File: src/rtl/hazard_scoreboard.sv
// Decode-side hazard unit: M/W forwarding selects, load-use and scoreboard stalls,
// and a latency-counter FSM for a single multi-cycle (divider class) unit.
module hazard_scoreboard #(
  parameter int NRP          = 2,
  parameter int AW           = 5,
  parameter int MC_LAT       = 33,
  parameter int M_LOAD_STALL = 1
) (
  input  logic              clk,
  input  logic              reset,
  input  logic              i_d_valid,
  input  logic [NRP*AW-1:0] i_d_raddr,
  input  logic [NRP-1:0]    i_d_ren,
  input  logic              i_d_mc,
  input  logic              i_e_valid,
  input  logic              i_m_valid,
  input  logic              i_w_valid,
  input  logic [AW-1:0]     i_e_waddr,
  input  logic [AW-1:0]     i_m_waddr,
  input  logic [AW-1:0]     i_w_waddr,
  input  logic              i_e_regen,
  input  logic              i_m_regen,
  input  logic              i_w_regen,
  input  logic              i_e_load,
  input  logic              i_m_load,
  input  logic              i_mc_issue,
  input  logic [AW-1:0]     i_mc_waddr,
  input  logic              i_mc_abort,
  output logic [2*NRP-1:0]  o_fwd_sel,
  output logic              o_stall,
  output logic              o_mc_busy,
  output logic              o_mc_done,
  output logic [7:0]        o_mc_cnt
);

  localparam int NREG = 2 ** AW;
  localparam logic [7:0] LP_RELOAD = 8'(MC_LAT - 2);

  typedef enum logic [1:0] {IDLE, BUSY, DONE} state_t;

  state_t          r_state, w_state_nxt;
  logic [NREG-1:0] r_pending, w_pending_nxt;
  logic [7:0]      r_mc_cnt, w_mc_cnt_nxt;
  logic [AW-1:0]   r_mc_waddr, w_mc_waddr_nxt;
  logic [AW-1:0]   w_ra;
  logic            w_hazard;
  logic            w_unused_e_regen;

  // A load in E always stalls whether or not it writes back, so E's regen is not needed.
  assign w_unused_e_regen = i_e_regen;

  always_ff @(posedge clk) begin
    if (!reset) begin
      r_state    <= IDLE;
      r_pending  <= '0;
      r_mc_cnt   <= '0;
      r_mc_waddr <= '0;
    end else begin
      r_state    <= w_state_nxt;
      r_pending  <= w_pending_nxt;
      r_mc_cnt   <= w_mc_cnt_nxt;
      r_mc_waddr <= w_mc_waddr_nxt;
    end
  end

  always_comb begin
    w_state_nxt    = r_state;
    w_pending_nxt  = r_pending;
    w_mc_cnt_nxt   = r_mc_cnt;
    w_mc_waddr_nxt = r_mc_waddr;
    if (i_mc_abort) begin
      w_state_nxt   = IDLE;
      w_pending_nxt = '0;
      w_mc_cnt_nxt  = '0;
    end else begin
      unique case (r_state)
        IDLE: begin
          if (i_mc_issue) begin
            w_state_nxt    = BUSY;
            w_mc_cnt_nxt   = LP_RELOAD;
            w_mc_waddr_nxt = i_mc_waddr;
            if (i_mc_waddr != '0) w_pending_nxt[i_mc_waddr] = 1'b1;
          end
        end
        BUSY: begin
          if (r_mc_cnt != 8'd0) w_mc_cnt_nxt = r_mc_cnt - 8'd1;
          else                  w_state_nxt  = DONE;
        end
        DONE: begin
          // Old bit is cleared first so a same-address back-to-back issue keeps it set.
          w_pending_nxt[r_mc_waddr] = 1'b0;
          w_state_nxt = IDLE;
          if (i_mc_issue) begin
            w_state_nxt    = BUSY;
            w_mc_cnt_nxt   = LP_RELOAD;
            w_mc_waddr_nxt = i_mc_waddr;
            if (i_mc_waddr != '0) w_pending_nxt[i_mc_waddr] = 1'b1;
          end
        end
        default: w_state_nxt = IDLE;
      endcase
    end
  end

  always_comb begin
    o_fwd_sel = '0;
    w_hazard  = 1'b0;
    w_ra      = '0;
    for (int i = 0; i < NRP; i++) begin
      w_ra = i_d_raddr[i*AW +: AW];
      if (w_ra != '0 && w_ra == i_m_waddr && i_m_regen && i_m_valid)
        o_fwd_sel[2*i +: 2] = 2'b01;
      else if (w_ra != '0 && w_ra == i_w_waddr && i_w_regen && i_w_valid)
        o_fwd_sel[2*i +: 2] = 2'b10;
      if (i_d_ren[i] && w_ra != '0) begin
        if (w_ra == i_e_waddr && i_e_load && i_e_valid) w_hazard = 1'b1;
        if ((M_LOAD_STALL != 0) && w_ra == i_m_waddr && i_m_load && i_m_valid) w_hazard = 1'b1;
        if (r_pending[w_ra]) w_hazard = 1'b1;
      end
    end
    o_stall = i_d_valid && (w_hazard || (i_d_mc && r_state != IDLE));
  end

  assign o_mc_busy = (r_state != IDLE);
  assign o_mc_done = (r_state == DONE);
  assign o_mc_cnt  = r_mc_cnt;

endmodule

File: config.mk
export PLATFORM = sky130hd
export DESIGN_NAME = hazard_scoreboard
export DESIGN_NICKNAME = d
export VERILOG_FILES = /design/src/rtl/hazard_scoreboard.sv
export SDC_FILE = /design/constraint.sdc
export NUM_CORES = 1
export LEC_CHECK = 0
export BUFFER_PORTS_ARGS = -buffer_cell sky130_fd_sc_hd__buf_4
export CAP_MARGIN = 20
export CORE_ASPECT_RATIO = 0.9
export CORE_UTILIZATION = 55
export DETAILED_ROUTE_END_ITERATION = 10
export PLACE_DENSITY = 0.85
export SYNTH_ARGS = -nofsm -noshare
export SYNTH_HDL_FRONTEND = slang
export SYNTH_SLANG_ARGS = --single-unit
File: constraint.sdc
create_clock -name clk -period 1.9 [get_ports clk]
set_input_delay 0.19 -clock clk [delete_from_list [all_inputs] [get_ports clk]]
set_output_delay 0.19 -clock clk [all_outputs]
set_load 0.01 [all_outputs]
==> results of run 1 <==
metrics by stage:
stage	total power, mW	hold WS, ns	util	setup TNS [ns]
6_report	2.20	0.161	0.710	-0.235
5_1_grt	2.27	0.169	0.710	-0.330
3_5_place_dp	1.47	0.485	0.679	-0.0522
2_1_floorplan	1.29	0.335	-	0
3_3_place_gp	1.45	0.474	0.679	-0.0297
4_1_cts	2.18	0.165	0.705	-0.246
final cells by class:
| type | count | share of cell area |
|---|---|---|
| clock buffers | 5 | 0.0183 |
| well taps | 67 | 0.0223 |
| clock inverters | 3 | 0.0117 |
| inverters | 4 | 0.00400 |
| flip-flops and latches | 47 | 0.252 |
| multi-input cells | 297 | 0.531 |
| repair buffers | 80 | 0.160 |
worst max path at each step:
stage,startpoint,to
after CTS,r_pending[30],o_stall
after detailed placement,i_d_raddr[1],o_stall
after floorplan,o_mc_cnt[0],o_mc_cnt[7]
after global routing,r_pending[7],o_stall
after global placement,i_d_raddr[1],o_stall
final,r_pending[7],o_stall
power groups by stage:
stage / Sequential [mW] / Clock, mW / Combinational (mW)
floorplan: 1.04 / 0 / 0.246
global placement: 1.05 / 0 / 0.408
detailed placement: 1.05 / 0 / 0.419
CTS: 1.02 / 0.727 / 0.426
global route: 1.03 / 0.772 / 0.470
finish: 1.03 / 0.733 / 0.436
critical path: cells and delay by family (launching register included):
family	cells	cell delay, ns
buffers and inverters	1	0.16
DFF	1	0.34
AOI/OAI and AO/OA	3	0.56
and+or+nand+nor	1	0.10
muxes	1	0.48
Yosys cell counts (2+ instances only):
master    count  area (sq um)
xor2_1       19           166
or4_1         2          15.0
or2_2         2          12.5
mux4_2        7           158
nand3b_1      4          30.0
buf_1         2          7.51
nor3b_1       2          15.0
mux2_2        3          33.8
mux4_1        5           131
nor4_1        3          18.8
or2_0         2          12.5
a21boi_0      5          37.5
clkbuf_1     11          41.3
nand3_1      13          65.1
xnor2_1      16           140
nor2b_1       4          25.0
o31ai_1       2          15.0
nor2_1       25          93.8
dfxtp_1      47           941
nor3_1       10          50.1
nand2_1      48           180
nand4_1       6          37.5
a311oi_1      2          17.5
a21oi_1      38           190
mux2i_1       6          60.1
or3_1         4          25.0
a211oi_1      4          30.0
a31oi_1       2          12.5
o21ai_0      39           195
o22a_1        2          17.5
buf_2         5          25.0
inv_1         4          15.0
nand2b_1     10          62.6
timing repair:
item                                    CTS  global route
resized for setup                        10             6
cloned                                    0             0
endpoints found under the setup margin    2             3
pin swaps                                 5             5
setup buffers                             1             1
flip-flops by register name, summed over array words and instances (netlist names):
register	flops
r_pending	32
o_mc_cnt	8
r_mc_waddr	5
r_state	2
kinds of logic (layout without fill, tap and decap cells):
| family | after synthesis | after routing | share of synthesized area |
|---|---|---|---|
| AO/OA/AOI/OAI | 101 | 101 | 0.194 |
| XOR/XNOR | 35 | 35 | 0.101 |
| adder cells (fa/ha/maj) | 1 | 1 | 0.00413 |
| buffers and inverters | 25 | 92 | 0.0413 |
| flip-flops | 47 | 47 | 0.310 |
| multiplexers | 21 | 21 | 0.126 |
| AND/OR/NAND/NOR | 139 | 139 | 0.223 |
metal layers:
| layer | global-route usage | vias to the layer above | routed length, um |
|---|---|---|---|
| met4 | 0.123 | 0 | 192 |
| li1 | - | 1460 | - |
| met5 | 0 | - | 0 |
| met3 | 0.0390 | 24 | 840 |
| met2 | 0.511 | 185 | 4010 |
| met1 | 0.399 | 1485 | 3630 |
==> results.md, run 1 <==
- MaxCap Viol Count: 0
- Pre-CTS WS: -0.0522 ns
- Drt drc: 0
- Port-buffer cells: 59
- Largest stage delay on the critical path: around 0.48 ns
- Sw Pwr: 0.596 mW
- Die Ht: roughly 72 um
- Fin cells: about 500
- Worst R2R Start: o_mc_cnt[1]
- Cts hold-fix bufs: 0
- RSZ-0062 raised after global routing: true
- Per-cell routed wire length: 17.2 um
- Logic pwr share: 0.198
- Synthesized instance count: between 300 and 400
- CTS tree: done
- # setup viols final: 1
- Drt first pass iters: 5
- FF+latch count, synth: 47
- Min-delay src: i_mc_waddr[3]
- Initial antenna violation count: 0
- CTS Buf Count: 5
- Clock skew: roughly 0.0085 ns
- CP Class: register to primary output
- R2R depth: 7
- Synth cell types: 48
- First-pass GRT wire length: roughly 14 mm
- IO Pins: between 60 and 70
- Peak supply drop: about 0.00043 V
- Fillers: a little over 400
- Drt via density: about 6.3
- CP cell instances: mux4_2, a221oi_2, a32oi_1, o2111ai_1, nand4_1, buf_4
- Core box area: 0.00529 sq mm
- Critical path data arrival time: 1.95 ns
- Clock share of power: 0.334
- Layout Area Growth over Synthesis: 23.9%
- Fraction of layout cells with a size suffix above 1: 0.271
- Final Cycle Share: 1.12
- Post-synth ARST share: 0
- Worst Path Max Fanout: 3
- Hold path depth: 3
- Syn_nets: approximately 420
- Post-DP HPWL: roughly 6.3 mm
- Sink of the worst hold path: r_mc_waddr[3]
- Die Wd: 80.3 um
- Storage cell area: about 950 sq um
- Avg Inst Size Synth: between 8 and 9 sq um
- Post-Syn Area: about 0.003 sq mm
- Most common flop cell mapped by yosys: dfxtp_1
- Post-DP Area: around 0.0036 sq mm
- Post-Route WL: between 8 and 9 mm
- Internal: 1.60 mW
- CP Data Required Time: between 1.5 and 2 ns
- Worst setup EP type: primary output
- Power Density: ~600 mW/mm^2
- Reg clk slew, reported paths: around 0.090 ns
- Slew margin rel.: 0.604
- Sequential cell area fraction in the yosys report: 0.310
- Startpoint Class: register
- Yosys warning count: 0
- Slew Limit Fails: 0
- Most frequent cells in the layout: buf_4, nand2_1, dfxtp_1
- Final net count: about 480
- Worst skew pair latency: about 0.31 ns
- Longest Clk Path Bufs: 2
- DP Cell Count: 493
- Vias: 3154
- Initial DRC count: 264
- Area of the multi-input gates: 0.00200 sq mm
- Vias in the first global route: 2937
- Final worst slack: -0.235 ns
- GRT Overall Usage: 0.305
- Rows: 25
- N_diodes: 0
- Largest net degree at the start of global routing: 25
- Remaining antenna violation count: 0
- Leak: 1.39 nW
- Initial Util: 0.573
- Status: finished with violations
- Final hold vios: 0
- CTS Sinks: 47
- Flop-to-flop setup slack: 0.06 ns
- Full die area: 0.00581 sq mm
- Final min period: about 2.1 ns
- Worst-margin pin slew: approximately 0.59 ns
- H-tree level count: 2
- GRT overflow: 0
- Final Cell Area: between 0.003 and 0.004 sq mm
- Post-synth EDFFs: 0
- Slowest cell on the critical path: mux4_2
- Clock root cell: clkbuf_8
- GP Congestion: between 0.8 and 0.9
- Flop pwr share: 0.468
- Violated checks: setup timing
- Max frequency: approximately 470 MHz
- Sw Share: 0.271
- Commonest non-fill, non-tap cell in the layout: buf_4
- Worst r2r dst: o_mc_cnt[7]
- Worst min path class: input pin to register
Note: power is estimated with default switching activity, not from simulation.
==> run 2, diff against run 1 <==
Settings changed: ABC_AREA set to 1, PLACE_DENSITY 0.85 to 0.84.
==> run 2 against run 1 <==
Net effect: the run now ends clean; utilization is 1.4 points lower; total power grew 11%; non-clock buffer count is 11 lower; sequential cell count unchanged; largest power group unchanged.
==> results.md, run 2 <==
- Per-cell routed wire length: 14.0 um (-19%)
- Initial Util: 0.571 (-0.00272)
- Initial DRC count: 375 (+42%)
- Post-CTS setup buffers: 0 (-1)
- IO Pins: 61 (unchanged)
- # setup viols final: 0 (-1)
- DP Cell Count: 677 (+37%)
- FF+latch count, synth: 47 (unchanged)
- Status: complete, no violations
- Slowest cell on the critical path: dfxtp_2
- Startpoint Class: register
- Synth top area cells: dfxtp_1, nand2_1, inv_1
- Remaining antenna violation count: 0 (unchanged)
- Drt drc: 0 (unchanged)
- Final Cycle Share: 0.975 (-0.149)
- Vias in the first global route: 3486 (+19%)
- Synth top cells by count: nand2_1, inv_1, nand3_1
- Largest stage delay on the critical path: 0.33 ns (-0.15 ns)
- Worst min path class: input pin to register
- Max reg flops: 32 (unchanged)
- Slew Limit Fails: 0 (unchanged)
- N_diodes: 0 (unchanged)
- Power Density: 614 mW/mm^2 (+5.0%)
- Final net count: 661 (+37%)
- Synthesized instance count: 556 (+51%)
- R2R depth: 11 (+4)
- Worst Path Max Fanout: 2 (-1)
- Worst setup EP type: primary output
- Post-Syn Area: 0.00325 sq mm (+7.2%)
- Flop-to-flop setup slack: 0.17 ns (+0.11 ns)
- Fraction of layout cells with a size suffix above 1: 0.192 (-0.0788)
- Post-synth top area share: 0.290 (-0.0208)
- CP Class: register to primary output
- GRT Overall Usage: 0.317 (+0.0123)
- Initial antenna violation count: 0 (unchanged)
- CTS Buf Count: 5 (unchanged)
- H-tree level count: 2 (unchanged)
- Commonest non-fill, non-tap cell in the layout: nand2_1
- Syn_nets: 603 (+45%)
- First-pass GRT wire length: 15.9 mm (+16%)
- CTS tree: done
- Port-buffer cells: 59 (unchanged)
- GP Congestion: 0.900 (+3.7%)
- CTS Sinks: 47 (unchanged)
- CP cell instances: inv_1, nand2_1, nand3_2, nand2_1, nand2_1, nand2_1, inv_1, nand2_1, nand2_1, nand3_1, nand2_1, nand3_1, nand2_1, inv_2, buf_6
- Leak: 1.85 nW (+33%)
- Final hold vios: 0 (unchanged)
- Post-synth EDFFs: 0 (unchanged)
- Core box area: 0.00569 sq mm (+7.7%)
- Vias: 3860 (+22%)
- Hold path depth: 3 (unchanged)
- Worst skew pair latency: 0.31 ns (about the same)
- Drt first pass iters: 5 (unchanged)
- CP Data Required Time: 1.71 ns (about the same)
- RSZ-0062 raised after global routing: true
- Post-synth ARST share: 0 (unchanged)
- Min-delay src: i_mc_abort
- Rows: 26 (+4.0%)
- Fillers: 521 (+26%)
- Area of the multi-input gates: 0.00194 sq mm (-2.6%)
- Worst r2r dst: o_mc_cnt[6]
- Top-count cell post-synth: nand2_1
- Longest Clk Path Bufs: 2 (unchanged)
- Cell taking the most area after synthesis: dfxtp_1
- Worst R2R Start: o_mc_cnt[0]
- Yosys warning count: 0 (unchanged)
- Avg Inst Size Synth: 5.84 sq um (-29%)
- Largest net degree at the start of global routing: 27 (+8.0%)
- Top cell by count, worst path: nand2_1
- Most frequent cells in the layout: nand2_1, inv_1, buf_4
- Full die area: 0.00622 sq mm (+7.0%)
- Fin cells: 685 (+36%)
- Sink of the worst hold path: r_mc_waddr[0]
- Post-DP HPWL: 7.21 mm (+14%)
- Synth cell types: 30 (-38%)
- Max frequency: 540 MHz (+15%)
- Post-Route WL: 9.59 mm (+11%)
- Final min period: 1.85 ns (-0.284 ns)
- Peak supply drop: 0.000562 V (+29%)
- Fin util: 0.696 (-0.0138)
- Reg clk slew, reported paths: 0.09 ns (about the same)
- GRT overflow: 0 (unchanged)
- Clock skew: 0.00407 ns (-0.00440 ns)
- Layout Area Growth over Synthesis: 22.0%
- MaxCap Viol Count: 0 (unchanged)
- Die Wd: 83.0 um (+3.4%)
- Critical path data arrival time: 1.66 ns (-0.29 ns)
- Die Ht: 74.9 um (+3.4%)
- Most common flop cell mapped by yosys: dfxtp_1
- Drt via density: 5.64 (-10%)
- Clock root cell: clkbuf_8
- Sequential cell area fraction in the yosys report: 0.290 (-0.0208)
- Storage cell area: 956 sq um (+0.92%)
- Worst-margin pin slew: 0.482 ns (-0.108 ns)
- Largest Register: r_pending
- Slew margin rel.: 0.678 (+0.0736)
[run 2: final cells by class]
| type | instances | share of cell area |
|---|---|---|
| clock buffer | 5 | 0.0174 |
| timing repair buffer | 69 | 0.135 |
| inverter | 82 | 0.0776 |
| sequential | 47 | 0.241 |
| tap | 70 | 0.0221 |
| clock inverter | 3 | 0.0170 |
| multi-input combinational | 409 | 0.490 |
[run 2: how the worst max path moves through the flow]
stage / startpoint / end / slack (ns) / cells past startpoint
6_report: r_pending[13] / o_stall / 0.05 / 15
5_1_grt: r_pending[7] / o_stall / -0.08 / 15
4_1_cts: r_pending[12] / o_stall / 0.08 / 15
3_5_place_dp: i_d_raddr[6] / o_stall / 0.15 / 14
3_3_place_gp: i_d_raddr[6] / o_stall / 0.21 / 14
2_1_floorplan: o_mc_cnt[0] / o_mc_cnt[7] / 0.32 / 11
[run 2: cells by family after synthesis]
group | share of synthesized area
XOR/XNOR | 0.0404
buffers and inverters | 0.124
AND/OR/NAND/NOR | 0.379
AO/OA/AOI/OAI | 0.163
flip-flops | 0.290
adder cells (fa/ha/maj) | 0.00385
[run 2: timing repair]
action / CTS / global route
gates resized for setup: 0 / 35
endpoints found under the hold margin: 0 / 0
hold buffers: 0 / 0
setup endpoints to repair: 0 / 3
[run 2: power by group]
part           internal [mW]  switching, mW
registers               1.00         0.0252
logic                  0.212          0.314
clock network          0.525          0.355
[run 2: per-stage QoR]
stage / setup slack, ns / hold WS, ns / instance area [sq um] / setup TNS, ns / power (mW)
after floorplan: 0.323 / 0.326 / 3250 / 0 / 1.36
after global placement: 0.212 / 0.431 / 3770 / 0 / 1.54
after detailed placement: 0.148 / 0.450 / 3770 / 0 / 1.55
after CTS: 0.0798 / 0.139 / 3910 / 0 / 2.41
after global routing: -0.0798 / 0.154 / 3970 / -0.0798 / 2.54
final: 0.0483 / 0.138 / 3970 / 0 / 2.44
[run 2: per-layer routing]
| layer | wire length [um] | track usage | share of wire |
|---|---|---|---|
| met1 | 4180 | 0.428 | 0.44 |
| met2 | 4450 | 0.544 | 0.46 |
| met3 | 857 | 0.0439 | 0.089 |
| met4 | 97 | 0.0805 | 0.010 |
| met5 | 0 | 0 | 0 |
[run 2: critical path: cells and delay by family (launching register included)]
family / cells / cell delay, ns
buffers and inverters: 4 / 0.28
flip-flops: 1 / 0.33
AND/OR/NAND/NOR: 11 / 0.75
==> run 3, diff against run 2 <==
Settings changed: CORE_UTILIZATION 55 to 40, CTS_BUF_LIST set to sky130_fd_sc_hd__clkbuf_2, PLACE_DENSITY 0.84 to 0.66.
==> run 3 against run 2 <==
Net effect: largest power group unchanged; sequential power is essentially flat; maximum frequency down 5.2%; count of clock-buffer cells in the layout did not move; global-route usage fell by 8.6 points; the flow now finishes with violations (setup timing); routed wire length rose by 1.6%; via count decreased by 3.3%; highest routed layer unchanged; final cell count rose by 3.9%; die area is 36% higher; utilization is 19 points lower; clock skew grew 0.0094 ns.
==> results.md, run 3 (synthesis gave the netlist of run 2 again) <==
- Sw Share: 0.337 (+0.0518)
- Largest stage delay on the critical path: 0.39 ns (+0.06 ns)
- Clock skew: 0.0135 ns (+0.00944 ns)
- Longest Clk Path Bufs: 2 (unchanged)
- Vias in the first global route: 3452 (-0.98%)
- Full die area: 0.00849 sq mm (+36%)
- GRT Max-Usage Layer: met2
- Core box area: 0.00769 sq mm (+35%)
- Power Density: 503 mW/mm^2 (-18%)
- Worst setup EP type: primary output
- Fraction of layout cells with a size suffix above 1: 0.205 (+0.0127)
- Final worst slack: -0.0539 ns (-0.102 ns)
- Startpoint Class: register
- Final net count: 662 (+0.15%)
- H-tree level count: 2 (unchanged)
- Layout Area Growth over Synthesis: 21.0%
- Final Cycle Share: 1.03 (+0.0538)
- Post-DP HPWL: 7.54 mm (+4.5%)
- Pre-CTS WS: 0.149 ns (+0.000363 ns)
- Violated checks: setup timing
- Slew margin rel.: 0.675 (-0.00336)
- Die Wd: 97.0 um (+17%)
- Status: finished with violations
- Met1 Use GR: 0.336 (-0.0922)
- Flop pwr share: 0.523 (+0.100)
- Clock share of power: 0.212 (-0.149)
- Met2 Use GR: 0.373 (-0.171)
- GRT Overall Usage: 0.231 (-0.0861)
- Leak: 1.83 nW (-0.92%)
- Commonest non-fill, non-tap cell in the layout: nand2_1
- Largest net degree at the start of global routing: 27 (unchanged)
- CP cell instances: inv_2, nand2_1, nand3_1, nand2_1, nand2_1, nand2_1, inv_1, nand2_1, nand2_1, nand3_1, nand2_1, nand3_2, nand2_1, inv_1, buf_6
- Die Ht: 87.5 um (+17%)
- CTS Sinks: 47 (unchanged)
- Top cell by count, worst path: nand2_1
- Most frequent cells in the layout: nand2_1, buf_4, inv_1
- First-pass GRT wire length: 16.2 mm (+1.7%)
- Clock root cell: clkbuf_2
- Largest Register: r_pending
- Vias: 3731 (-3.3%)
- Final hold vios: 0 (unchanged)
- Slowest cell on the critical path: dfxtp_2
- Worst skew pair latency: 0.41 ns (+0.10 ns)
- # setup viols final: 1 (+1)
- CP Data Required Time: 1.71 ns (about the same)
- Port-buffer cells: 59 (unchanged)
- Max frequency: 512 MHz (-5.2%)
- Reg clk slew, reported paths: 0.25 ns (+0.16 ns)
- Worst Hold Slack: 0.0348 ns (-0.103 ns)
- Post-CTS setup buffers: 0 (unchanged)
- Initial DRC count: 275 (-27%)
- CTS tree: done
- Rows: 30 (+15%)
- Peak supply drop: 0.000313 V (-44%)
- Slew Limit Fails: 0 (unchanged)
- Critical path data arrival time: 1.76 ns (+0.10 ns)
- IO Pins: 61 (unchanged)
- GRT overflow: 0 (unchanged)
- Logic pwr share: 0.265 (+0.049)
- Met3 Track Usage GR: 0.0345 (-0.00935)
- CP Class: register to primary output
- RSZ-0062 raised after global routing: true
- Per-cell routed wire length: 13.7 um (-2.2%)
- GP Congestion: 0.833 (-7.4%)
- CTS Buf Count: 5 (unchanged)
- Worst min path class: input pin to register
- Fillers: 831 (+60%)
- Remaining antenna violation count: 0 (unchanged)
- Final min period: 1.95 ns (+0.102 ns)
- Drt via density: 5.24 (-7.0%)
- Drt drc: 0 (unchanged)
- MaxCap Viol Count: 0 (unchanged)
- N_diodes: 0 (unchanged)
- Worst Path Max Fanout: 2 (unchanged)
- Internal: 1.31 mW (-25%)
- Sw Pwr: 0.666 mW (-4.0%)
- Total power: 1.98 mW (-19%)
- Drt first pass iters: 5 (unchanged)
- Max reg flops: 32 (unchanged)
- Worst-margin pin slew: 0.486 ns (+0.00378 ns)
- Initial Util: 0.422 (-0.148)
- Post-Route WL: 9.74 mm (+1.6%)
- Initial antenna violation count: 0 (unchanged)
run 3: area by class of cell:
cell class / count / area, sq um / share of cell area
clock buffers: 5 / 25.0 / 0.00636
clock inverters: 3 / 20.0 / 0.00509
inverters: 82 / 308 / 0.0783
multi-input cells: 409 / 1950 / 0.497
flip-flops and latches: 47 / 962 / 0.245
well taps: 96 / 120 / 0.0305
repair buffers: 70 / 544 / 0.138
run 3: critical path, delay by kind of cell (launching register included):
kind | cells | cell delay, ns
buffers and inverters | 4 | 0.26
flip-flops | 1 | 0.39
AND/OR/NAND/NOR | 11 | 0.70
run 3: power by group through the flow:
| stage | clock (mW) | sequential, mW | combinational, mW |
|---|---|---|---|
| floorplan | 0 | 1.05 | 0.309 |
| global placement | 0 | 1.05 | 0.497 |
| detailed placement | 0 | 1.05 | 0.506 |
| CTS | 0.433 | 1.03 | 0.509 |
| global route | 0.483 | 1.04 | 0.588 |
| finish | 0.419 | 1.03 | 0.525 |
run 3: worst paths after layout:
check,start,endpoint,slack (ns),cells past startpoint
min,reset,r_mc_waddr[2],0.03,3
max reg2reg,o_mc_cnt[1],o_mc_cnt[7],0.19,11
max,r_pending[14],o_stall,-0.05,15
min reg2reg,r_state[1],r_state[1],0.48,1
run 3: metal layers:
layer | vias to the layer above | routed length, um
li1 | 1894 | -
met1 | 1739 | 4800
met2 | 94 | 4390
met3 | 4 | 533
met4 | 0 | 25
met5 | - | 0
run 3: metrics by stage:
stage	setup TNS, ns	cell area (sq um)	utilization	std cells
6_report	-0.0539	3930	0.511	712
5_1_grt	-0.240	3930	0.511	712
4_1_cts	-0.0356	3860	0.502	711
3_5_place_dp	0	3800	0.494	703
3_3_place_gp	0	3800	0.494	703
2_1_floorplan	0	3250	-	556
run 3: timing repair:
action	in CTS	in global routing
cloned	0	0
endpoints found under the hold margin	0	1
pin swaps	5	8
gates resized for setup	12	32
endpoints found under the setup margin	1	4
hold buffers	0	1
